<file path="src/rtl/cp_lsu_pipe.sv">
// rtl/cp_lsu_pipe.sv - CP load/store unit: address gen, DMEM request stage, load queue, load extraction
//
// Purpose: computes A+B byte addresses, issues aligned DMEM requests through a single registered
// stage with valid/ready backpressure, tracks outstanding loads in an in-order metadata queue and
// extracts/extends returned load data for writeback.
// Optional feature: define DEF_CP_LSU_MISALIGN_TRAP_EN to trap misaligned accesses (oMisalign pulse)
// instead of silently aligning them down to the access size.
// Ports:
//   iClk, iReset (async, active-low)
//   iReq_Valid/oReq_Ready, iOperand_A/B, iWrite_Enable, iRead_Enable, iOpcode, iSigned, iStore_Data
//                                                                   request side from ID/EX
//   oDMEM_Valid/iDMEM_Ready, oDMEM_Write_Enable, oDMEM_Read_Enable, oDMEM_Byte_Select,
//   oDMEM_Address, oDMEM_Store_Data                                 DMEM request port
//   iDMEM_Read_Valid, iDMEM_Read_Data                               in-order DMEM load response
//   oLoad_Valid, oLoad_Data                                         load result to writeback
//   oMisalign, oMisalign_Address                                    misalignment trap
module cp_lsu_pipe #(
    parameter int DATA_WIDTH = 32,
    parameter int ADDR_WIDTH = 32,
    parameter int LDQ_DEPTH  = 2
) (
    input  logic                    iClk,
    input  logic                    iReset,
    input  logic                    iReq_Valid,
    output logic                    oReq_Ready,
    input  logic [DATA_WIDTH-1:0]   iOperand_A,
    input  logic [DATA_WIDTH-1:0]   iOperand_B,
    input  logic                    iWrite_Enable,
    input  logic                    iRead_Enable,
    input  logic [1:0]              iOpcode,
    input  logic                    iSigned,
    input  logic [DATA_WIDTH-1:0]   iStore_Data,
    output logic                    oDMEM_Valid,
    input  logic                    iDMEM_Ready,
    output logic                    oDMEM_Write_Enable,
    output logic                    oDMEM_Read_Enable,
    output logic [DATA_WIDTH/8-1:0] oDMEM_Byte_Select,
    output logic [ADDR_WIDTH-1:0]   oDMEM_Address,
    output logic [DATA_WIDTH-1:0]   oDMEM_Store_Data,
    input  logic                    iDMEM_Read_Valid,
    input  logic [DATA_WIDTH-1:0]   iDMEM_Read_Data,
    output logic                    oLoad_Valid,
    output logic [DATA_WIDTH-1:0]   oLoad_Data,
    output logic                    oMisalign,
    output logic [ADDR_WIDTH-1:0]   oMisalign_Address
);
    localparam int NB   = DATA_WIDTH / 8;
    localparam int OFFW = (NB > 1) ? $clog2(NB) : 1;
    localparam int PTRW = (LDQ_DEPTH > 1) ? $clog2(LDQ_DEPTH) : 1;
    localparam int CNTW = $clog2(LDQ_DEPTH + 1);

    typedef struct packed {
        logic [OFFW-1:0] laneOff;
        logic [1:0]      sizeLog;
        logic            isSigned;
    } ldqEntry_t;

    ldqEntry_t             ldq [LDQ_DEPTH];
    ldqEntry_t             head;
    logic [PTRW-1:0]       wrPtr, rdPtr;
    logic [CNTW-1:0]       loadCnt;

    logic [ADDR_WIDTH-1:0] addrSum, alignedAddr;
    logic [3:0]            sizeBytes;
    logic [2:0]            lowMask;
    logic [OFFW-1:0]       laneOff;
    logic                  isStore, isLoad, memOp, opInvalid, trapHit;
    logic                  accept, issue, push, pop;
    logic [NB-1:0]         byteSel;
    logic [DATA_WIDTH-1:0] storeRep, shifted, extended;
    logic [63:0]           wide;
    logic [5:0]            topBit;
    logic                  signBit;

    function automatic logic [PTRW-1:0] nextPtr(input logic [PTRW-1:0] p);
        return (p == PTRW'(LDQ_DEPTH - 1)) ? '0 : p + 1'b1;
    endfunction

    // Address generation and decode
    assign addrSum     = ADDR_WIDTH'(iOperand_A + iOperand_B);
    assign sizeBytes   = 4'd1 << iOpcode;
    assign lowMask     = 3'(sizeBytes - 4'd1);
    assign alignedAddr = {addrSum[ADDR_WIDTH-1:3], addrSum[2:0] & ~lowMask};
    assign laneOff     = alignedAddr[OFFW-1:0];
    // Store has priority when both enables are raised
    assign isStore     = iWrite_Enable;
    assign isLoad      = iRead_Enable && !iWrite_Enable;
    assign memOp       = isStore || isLoad;
    assign opInvalid   = (DATA_WIDTH == 32) && (iOpcode == 2'b11);

`ifdef DEF_CP_LSU_MISALIGN_TRAP_EN
    logic misaligned;
    assign misaligned = |(addrSum[2:0] & lowMask);
    assign trapHit    = misaligned;
`else
    assign trapHit    = 1'b0;
`endif

    // Full queue stalls every request, stores included, to keep issue in order
    assign oReq_Ready = (!oDMEM_Valid || iDMEM_Ready) && (loadCnt < CNTW'(LDQ_DEPTH));
    assign accept     = iReq_Valid && oReq_Ready;
    assign issue      = accept && memOp && !opInvalid && !trapHit;
    assign push       = issue && isLoad;
    assign pop        = iDMEM_Read_Valid && (loadCnt != '0);

    // Byte lanes and store-data replication (element repeated in every S-byte slot)
    always_comb begin
        byteSel  = '0;
        storeRep = '0;
        for (int i = 0; i < NB; i++) begin
            byteSel[i] = (i >= int'(laneOff)) && (i < int'(laneOff) + int'(sizeBytes));
            storeRep[8*i +: 8] = iStore_Data[8*(i & (int'(sizeBytes) - 1)) +: 8];
        end
    end

    // DMEM request stage
    always_ff @(posedge iClk or negedge iReset) begin
        if (!iReset) begin
            oDMEM_Valid        <= 1'b0;
            oDMEM_Write_Enable <= 1'b0;
            oDMEM_Read_Enable  <= 1'b0;
            oDMEM_Byte_Select  <= '0;
            oDMEM_Address      <= '0;
            oDMEM_Store_Data   <= '0;
        end else if (accept) begin
            oDMEM_Valid        <= issue;
            oDMEM_Write_Enable <= issue && isStore;
            oDMEM_Read_Enable  <= issue && isLoad;
            oDMEM_Byte_Select  <= issue ? byteSel : '0;
            oDMEM_Address      <= issue ? alignedAddr : '0;
            oDMEM_Store_Data   <= issue ? storeRep : '0;
        end else if (oDMEM_Valid && iDMEM_Ready) begin
            oDMEM_Valid        <= 1'b0;
            oDMEM_Write_Enable <= 1'b0;
            oDMEM_Read_Enable  <= 1'b0;
            oDMEM_Byte_Select  <= '0;
            oDMEM_Address      <= '0;
            oDMEM_Store_Data   <= '0;
        end
    end

    // Load metadata queue: entry storage needs no reset, pointers and count do
    always_ff @(posedge iClk) begin
        if (push) begin
            ldq[wrPtr] <= '{laneOff: laneOff, sizeLog: iOpcode, isSigned: iSigned};
        end
    end

    always_ff @(posedge iClk or negedge iReset) begin
        if (!iReset) begin
            wrPtr   <= '0;
            rdPtr   <= '0;
            loadCnt <= '0;
        end else begin
            if (push) wrPtr <= nextPtr(wrPtr);
            if (pop)  rdPtr <= nextPtr(rdPtr);
            if (push && !pop)      loadCnt <= loadCnt + 1'b1;
            else if (pop && !push) loadCnt <= loadCnt - 1'b1;
        end
    end

    // Load extraction: shift element to LSBs, then extend above its top bit
    assign head    = ldq[rdPtr];
    assign shifted = iDMEM_Read_Data >> {head.laneOff, 3'b000};
    assign wide    = 64'(shifted);
    assign topBit  = 6'((7'd8 << head.sizeLog) - 7'd1);
    assign signBit = wide[topBit];

    always_comb begin
        extended = '0;
        for (int i = 0; i < DATA_WIDTH; i++) begin
            extended[i] = (i <= int'(topBit)) ? shifted[i] : (head.isSigned & signBit);
        end
    end

    always_ff @(posedge iClk or negedge iReset) begin
        if (!iReset) begin
            oLoad_Valid <= 1'b0;
            oLoad_Data  <= '0;
        end else begin
            oLoad_Valid <= pop;
            if (pop) oLoad_Data <= extended;
        end
    end

`ifdef DEF_CP_LSU_MISALIGN_TRAP_EN
    always_ff @(posedge iClk or negedge iReset) begin
        if (!iReset) begin
            oMisalign         <= 1'b0;
            oMisalign_Address <= '0;
        end else begin
            oMisalign <= accept && memOp && !opInvalid && misaligned;
            if (accept && memOp && !opInvalid && misaligned) oMisalign_Address <= addrSum;
        end
    end
`else
    assign oMisalign         = 1'b0;
    assign oMisalign_Address = '0;
`endif

endmodule

</file>
<file path="config.mk">
export PLATFORM = sky130hd
export DESIGN_NAME = cp_lsu_pipe
export DESIGN_NICKNAME = d
export VERILOG_FILES = /design/src/rtl/cp_lsu_pipe.sv
export SDC_FILE = /design/constraint.sdc
export NUM_CORES = 1
export LEC_CHECK = 0
export CAP_MARGIN = 20
export CORE_ASPECT_RATIO = 1.2
export CORE_MARGIN = 5
export CORE_UTILIZATION = 50
export DETAILED_ROUTE_END_ITERATION = 10
export DONT_BUFFER_PORTS = 1
export PLACE_DENSITY_LB_ADDON = 0.12
export RECOVER_POWER = 25
export SYNTH_ARGS = -nofsm -noshare
export SYNTH_HDL_FRONTEND = slang
export SYNTH_SLANG_ARGS = --single-unit
</file>
<file path="constraint.sdc">
create_clock -name iClk -period 3.9 [get_ports iClk]
set_clock_uncertainty 0.05 [all_clocks]
set_input_delay 0.585 -clock iClk [delete_from_list [all_inputs] [get_ports iClk]]
set_output_delay 0.585 -clock iClk [all_outputs]
set_load 0.02 [all_outputs]
</file>
# Word-level counts from Yosys, hierarchy flattened
# Memory sizes are Yosys's and may differ from the RTL's.
# Cells that the tools add are included.
# Widths: inputs -> output; s select.
[word_totals]
register_bits = 108
mem_bits_rw = 10
inputBits = 138
output_inout_bits = 138
word_cells = 146
mem_count = 1
[op_classes]
add_sub_neg = 9
order_cmp = 40
n_eq_ne = 1
n_shift = 6
n_mux = 51
bitwise = 3
n_reduce_logical = 24
[memory_table]
columns = ["memory", "words", "word_bits", "read_ports", "rd_clocked_by_memory_dff", "wr", "line_no", "rtl"]
rows = [
  ["ldq", 2, 5, 1, 0, 1, "58", "ldqEntry_t ldq [LDQ_DEPTH];"],
]
[ops]
columns = ["op", "count"]
rows = [
  ["$mux 32", 5],
  ["$le 5x6->1 const A", 16],
  ["$shiftx 32x6->8", 2],
  ["$le 4x6->1 const A", 8],
  ["$mux 1", 40],
  ["$add 32x32->32", 1],
  ["$lt 1x32->1 const A", 1],
  ["$lt 2x32->1 const A", 1],
  ["$lt 3x32->1 const A", 1],
  ["$shiftx 32x5->8", 1],
  ["$shr 32x5->32", 1],
  ["$le 3x6->1 const A", 4],
  ["$logic_and 1x1->1", 14],
  ["$le 2x6->1 const A", 2],
  ["$mux 4", 3],
  ["$lt 6x7->1 const B", 1],
  ["$bmux 1 s6", 1],
  ["$le 1x6->1 const A", 1],
  ["$reduce_bool 2->1", 3],
  ["$shl 4x2->6 const A", 1],
  ["$sub 6x1->6 const B", 1],
  ["$add 2x4->5", 1],
  ["$logic_not 1->1", 5],
  ["$lt 2x5->1 const A", 1],
  ["other kinds (14)", 19],
]

# Longest topological paths before layout
[logic_depth]
ltp_word = 11
depth_mapped = 11
mapped_depth_nobuf = 10

# Worst setup path before layout
# No wires, ideal clock.
[synth_timing]
kind = "input port to flip-flop"
startpoint = "input port iOperand_A[0]"
endpoint = "register oDMEM_Byte_Select[0]"
setup_time_ps = 121
arrival_ps = 2577
required_time_ps = 3729
path_slack_ps = 1152
cell_stages = 10
n_path_buf = 0
path_cell_list = "ha_1 > fa_1 > xnor2_1 > nor2_1 > ha_1 > or3_1 > o21ai_1 > nor2b_1 > o21ai_0 > a22o_1"
[synth_via]
elab_chain_cells = 7
word_cells_on_any_way = 8
classes_between = "add/sub (2); order compare (2); mux (2); bitwise (1); reduce/logical (1)"
[synth_lines]
columns = ["element", "line_no", "rtl"]
rows = [
  ["start: declaration", "26", "input logic [DATA_WIDTH-1:0] iOperand_A,"],
  ["$add 32x32->32 *", "80", "assign addrSum = ADDR_WIDTH'(iOperand_A + iOperand_B);"],
  ["$and 3x3->3 *", "83", "assign alignedAddr = {addrSum[ADDR_WIDTH-1:3], addrSum[2:0] & ~lowMask};"],
  ["$add 2x4->5", "111", "byteSel[i] = (i >= int'(laneOff)) && (i < int'(laneOff) + int'(sizeBytes));"],
  ["$lt 1x32->1", "111", ""],
  ["$logic_and 1x1->1 *", "111", ""],
  ["$mux 4 *", "129", "oDMEM_Byte_Select <= issue ? byteSel : '0;"],
  ["$mux 4 *", "125", "end else if (accept) begin"],
  ["end signal: assignment", "129", ""],
  ["end: declaration", "37", "output logic [DATA_WIDTH/8-1:0] oDMEM_Byte_Select,"],
]
# Every way passes the cells marked *; elsewhere a longest branch is shown, timed or not.
# A chain may end at the register's enable or synchronous reset.

# Worst setup path in the final report
[layout_timing]
startpoint = "register rdPtr"
endpoint = "register oLoad_Data[14]"
[layout_via]
elab_chain_cells = 7
word_cells_on_any_way = 9
classes_between = "add/sub (1); order compare (1); shift (2); mux (3); bitwise (1); memory (1)"
[layout_lines]
columns = ["element", "line_no", "rtl"]
rows = [
  ["start: declaration", "60", "logic [PTRW-1:0] wrPtr, rdPtr;"],
  ["start signal: assignment", "156", "if (pop) rdPtr <= nextPtr(rdPtr);"],
  ["$mem_v2 2x5 *", "--", ""],
  ["$shl 4x2->6", "166", "assign topBit = 6'((7'd8 << head.sizeLog) - 7'd1);"],
  ["$sub 6x1->6", "166", ""],
  ["$bmux 1 s6", "167", "assign signBit = wide[topBit];"],
  ["$mux 1 (not written as such)", "167", ""],
  ["$and 1x1->1", "172", "extended[i] = (i <= int'(topBit)) ? shifted[i] : (head.isSigned & signBit);"],
  ["$mux 1 *", "172", ""],
  ["end signal: assignment", "182", "if (pop) oLoad_Data <= extended;"],
  ["end: declaration", "43", "output logic [DATA_WIDTH-1:0] oLoad_Data,"],
]
# Every way passes the cells marked *; elsewhere a longest branch is shown, timed or not. The select of a mux whose other input is x is not followed.

==> metrics.yaml <==
viasPerCell: 6.08
synth_flop_cell: "dfrtp_1"
firstDrtPassIters: 5
area_growth_pct: 8.67
tightest_slew_ps: 2680
drcViolationCount: 0
grt_pass1_vias: 5941
clk_pin_slew_worst_paths_ps: 60
post_drt_wl_per_cell_um: 20.9
die_y_um: 141
fp-row-count: 48
drive_above_1_share_pct: 6.16
period_share_pct: 77.0
ys_async_sr_fraction_pct: 91.5
fin_crit_ps: 3000
nNetsFinal: 954
grt_pass1_wl_mm: 31.4
synth_area_sq_um: 7170
cts_tree: "yes"
vias: 5899
track_usage_pct: 23.4
hold_buffers: 1
cpPeakStageDelay_ps: 680
antenna_found_initial: 0
clock-sinks: 118
min_path_type: "in -> reg"
grt_overflow: 0
failed_checks: "max-capacitance violations, max-slew violations"
r2r_setup_slack_ps: 900
ctsResizeCount: 0
fmax_ghz: 0.333
root_buffer: "clkbuf_16"
hold_start: "iSigned"
holdPathEnd: "ldq[0][0]$_DFFE_PP_"
yosys.area_share.simple_pct: 14.5
status: "finished with violations"
crit_type: "reg -> reg"
seq_area_frac_synth_pct: 41.9
boundaryPins: 276
arrival_ps: 3210
syn_inst: 793
post-cts-setup-buffers: 0
initial_core_util_pct: 50.4
antenna_left: 0
die_w_um: 119
yosysWarnings: 0
setup_viol: 0
antennaDiodeCount: 0
synthMuxAreaShare_pct: 6.35
avgSynthCellArea_sq_um: 9.05
gp_congestion: 0.890
dp_slack_ps: 836
synth_edf_count: 10
critPathCaptureType: "flop"
synthXorXnorAreaFrac_pct: 3.79
crit_path_start_kind: "flop"
dp_hpwl_mm: 15.0
min_delay_path_depth: 0
relSlewSlack_pct: -78.9
path_common_cell: "mux2_4"
cp_slowest_cell: "dfrtp_1"
final_max_slew_viol_count: 109
wl_mm: 20.3
p_total_mw: 5.86
worst_hold_slack_ps: 217
crit-reg2reg-capture: "oLoad_Data[14]$_DFFE_PN0P_"
clock_path_buffers: 2
cts_max_level: 4
crit_required_ps: 4100
leakage_nw: 3.58
r2r_start: "rdPtr$_DFFE_PN0P_"
synthAdderAreaFrac_pct: 6.04
setup_slack_ps: 896
critPathMaxFanout: 24
max_cap_viol_count: 1
clock_latency_ps: 410
synth_compound_area_share_pct: 21.3
cts_inserted_buffers: 17
grt_max_degree: 109
synth-seq-cells: 118
final.setup.tns_ps: 0
hold_violations: 0
die-area_sq_um: 16900
port_buffers: 0
vdd_ir_drop_max_mv: 0.306
powerDensity_nw_per_um2: 752
drtIter0Drc: 339
rsz0062_at_grt: "no"
core_sq_um: 14200
crit_chain: "mux2_4, mux2_4, mux2_2, a32oi_2, nand2_1, a31oi_1, a21oi_1"
yosys.cell_types.count: 61
r2r_cells: 7
synth_top_family_by_area: "compound AO/OA/AOI/OAI gates"
## metrics by stage
| step | std cells | utilization (%) | area (sq um) |
|---|---|---|---|
| finish | 970 | 54.8 | 7790 |
| floorplan | 825 | - | 7290 |
| global route | 970 | 54.8 | 7790 |
| detailed placement | 937 | 50.5 | 7180 |
| global placement | 937 | 50.5 | 7180 |
| CTS | 970 | 54.9 | 7820 |
## metal layers
metal  GRT usage [%]  part of all wire (%)  vias to the layer above
met5               0                     0                        -
met4            11.2                   3.0                        0
met3            7.78                   7.9                       54
met2            38.8                    50                      259
met1            27.2                    39                     2821
li1                -                     -                     2765
## registers in the layout, summed over array words and instances (netlist names)
name,count
loadCnt,2
oDMEM_Read_Enable,1
oDMEM_Byte_Select,4
oLoad_Data,32
oDMEM_Store_Data,32
ldq,10
oDMEM_Write_Enable,1
oLoad_Valid,1
wrPtr,1
oDMEM_Valid,1
rdPtr,1
oDMEM_Address,32
## synth_stat cells, drive strengths merged (3+ instances only)
master / number / area, sq um
a21boi: 3 / 22.5
ha: 33 / 413
mux2i: 38 / 380
nor2b: 5 / 31.3
a221o: 15 / 150
xnor2: 14 / 123
and2: 6 / 37.5
o21ai: 91 / 455
edfxtp: 10 / 300
a21oi: 60 / 300
xor2: 17 / 149
o31ai: 6 / 45.0
nand2: 146 / 548
nand2b: 3 / 18.8
a22o: 13 / 114
o211ai: 3 / 22.5
inv: 8 / 30.0
nand4: 6 / 37.5
nor2: 46 / 173
a31oi: 7 / 43.8
a211o: 4 / 35.0
and3: 6 / 37.5
a21o: 14 / 105
nor3: 7 / 35.0
buf: 42 / 304
o21a: 4 / 30.0
nand3: 12 / 60.1
clkbuf: 28 / 105
mux2: 6 / 75.1
dfrtp: 108 / 2700
## how the worst max path moves through the flow
stage,endpoint,start,slack [ps]
2_1_floorplan,oDMEM_Byte_Select[0]$_DFFE_PN0P_,iOperand_A[0],1150
3_3_place_gp,oDMEM_Address[31]$_DFFE_PN0P_,iOperand_A[11],890
3_5_place_dp,oDMEM_Address[27]$_DFFE_PN0P_,iOperand_A[1],840
4_1_cts,oLoad_Data[14]$_DFFE_PN0P_,rdPtr$_DFFE_PN0P_,940
5_1_grt,oDMEM_Byte_Select[0]$_DFFE_PN0P_,iReset,620
6_report,oLoad_Data[14]$_DFFE_PN0P_,rdPtr$_DFFE_PN0P_,900
## cell families (layout without fill, tap and decap cells)
| kind of cell | after synthesis | count (layout) |
|---|---|---|
| DFF | 118 | 118 |
| other | 1 | 33 |
| AOI/OAI and AO/OA | 242 | 242 |
| xor gates and xnor gates | 31 | 31 |
| adders and majority gates | 34 | 34 |
| buffers and inverters | 78 | 48 |
| muxes | 44 | 44 |
| and+or+nand+nor | 245 | 245 |
## cell usage in the layout, fill, tap and decap left out, types with 3 or more instances in the layout
cell,netlist,routed
a21o_1,14,14
o21a_1,4,4
nand4_1,6,6
o31ai_1,6,6
a31oi_1,7,7
clkinv_4,0,4
buf_4,33,7
clkbuf_16,0,17
clkinvlp_4,0,6
mux2i_1,38,38
a21oi_1,60,59
o21ai_1,66,64
xor2_1,17,17
dfrtp_1,108,108
and2_1,6,6
a211o_1,4,4
a221o_1,15,15
edfxtp_1,10,10
xnor2_1,14,14
and3_1,6,6
nor3_1,7,7
nand2_1,146,146
o21ai_0,25,25
nor2b_1,5,5
conb_1,1,33
inv_1,7,7
o211ai_1,3,3
nor2_1,46,46
nand3_1,12,12
bufinv_16,0,3
ha_1,33,33
nand2b_1,3,3
a22o_1,13,13
## critical path: cells and delay by family, from the launching register on
kind,cells,cell delay (ps)
flip-flops,1,680
multiplexers,3,1120
AO/OA/AOI/OAI,3,920
AND/OR/NAND/NOR,1,80
## area by class of cell
cell class / instances / area (sq um)
fillers: 1323 / 6440
multi-input cells: 629 / 3880
flip-flops and latches: 118 / 3000
clock buffers: 18 / 429
well taps: 175 / 219
clock inverters: 14 / 179
repair buffers: 8 / 57.6
inverters: 8 / 30.0
## where the power goes
group / switching, mW / leakage [nW] / internal (mW)
combinational: 0.843 / 1.82 / 0.569
clock: 0.585 / 0.275 / 1.01
sequential: 1.10 / 1.49 / 1.76
total: 2.53 / 3.58 / 3.33
Note: power is estimated with default switching activity, not from simulation.
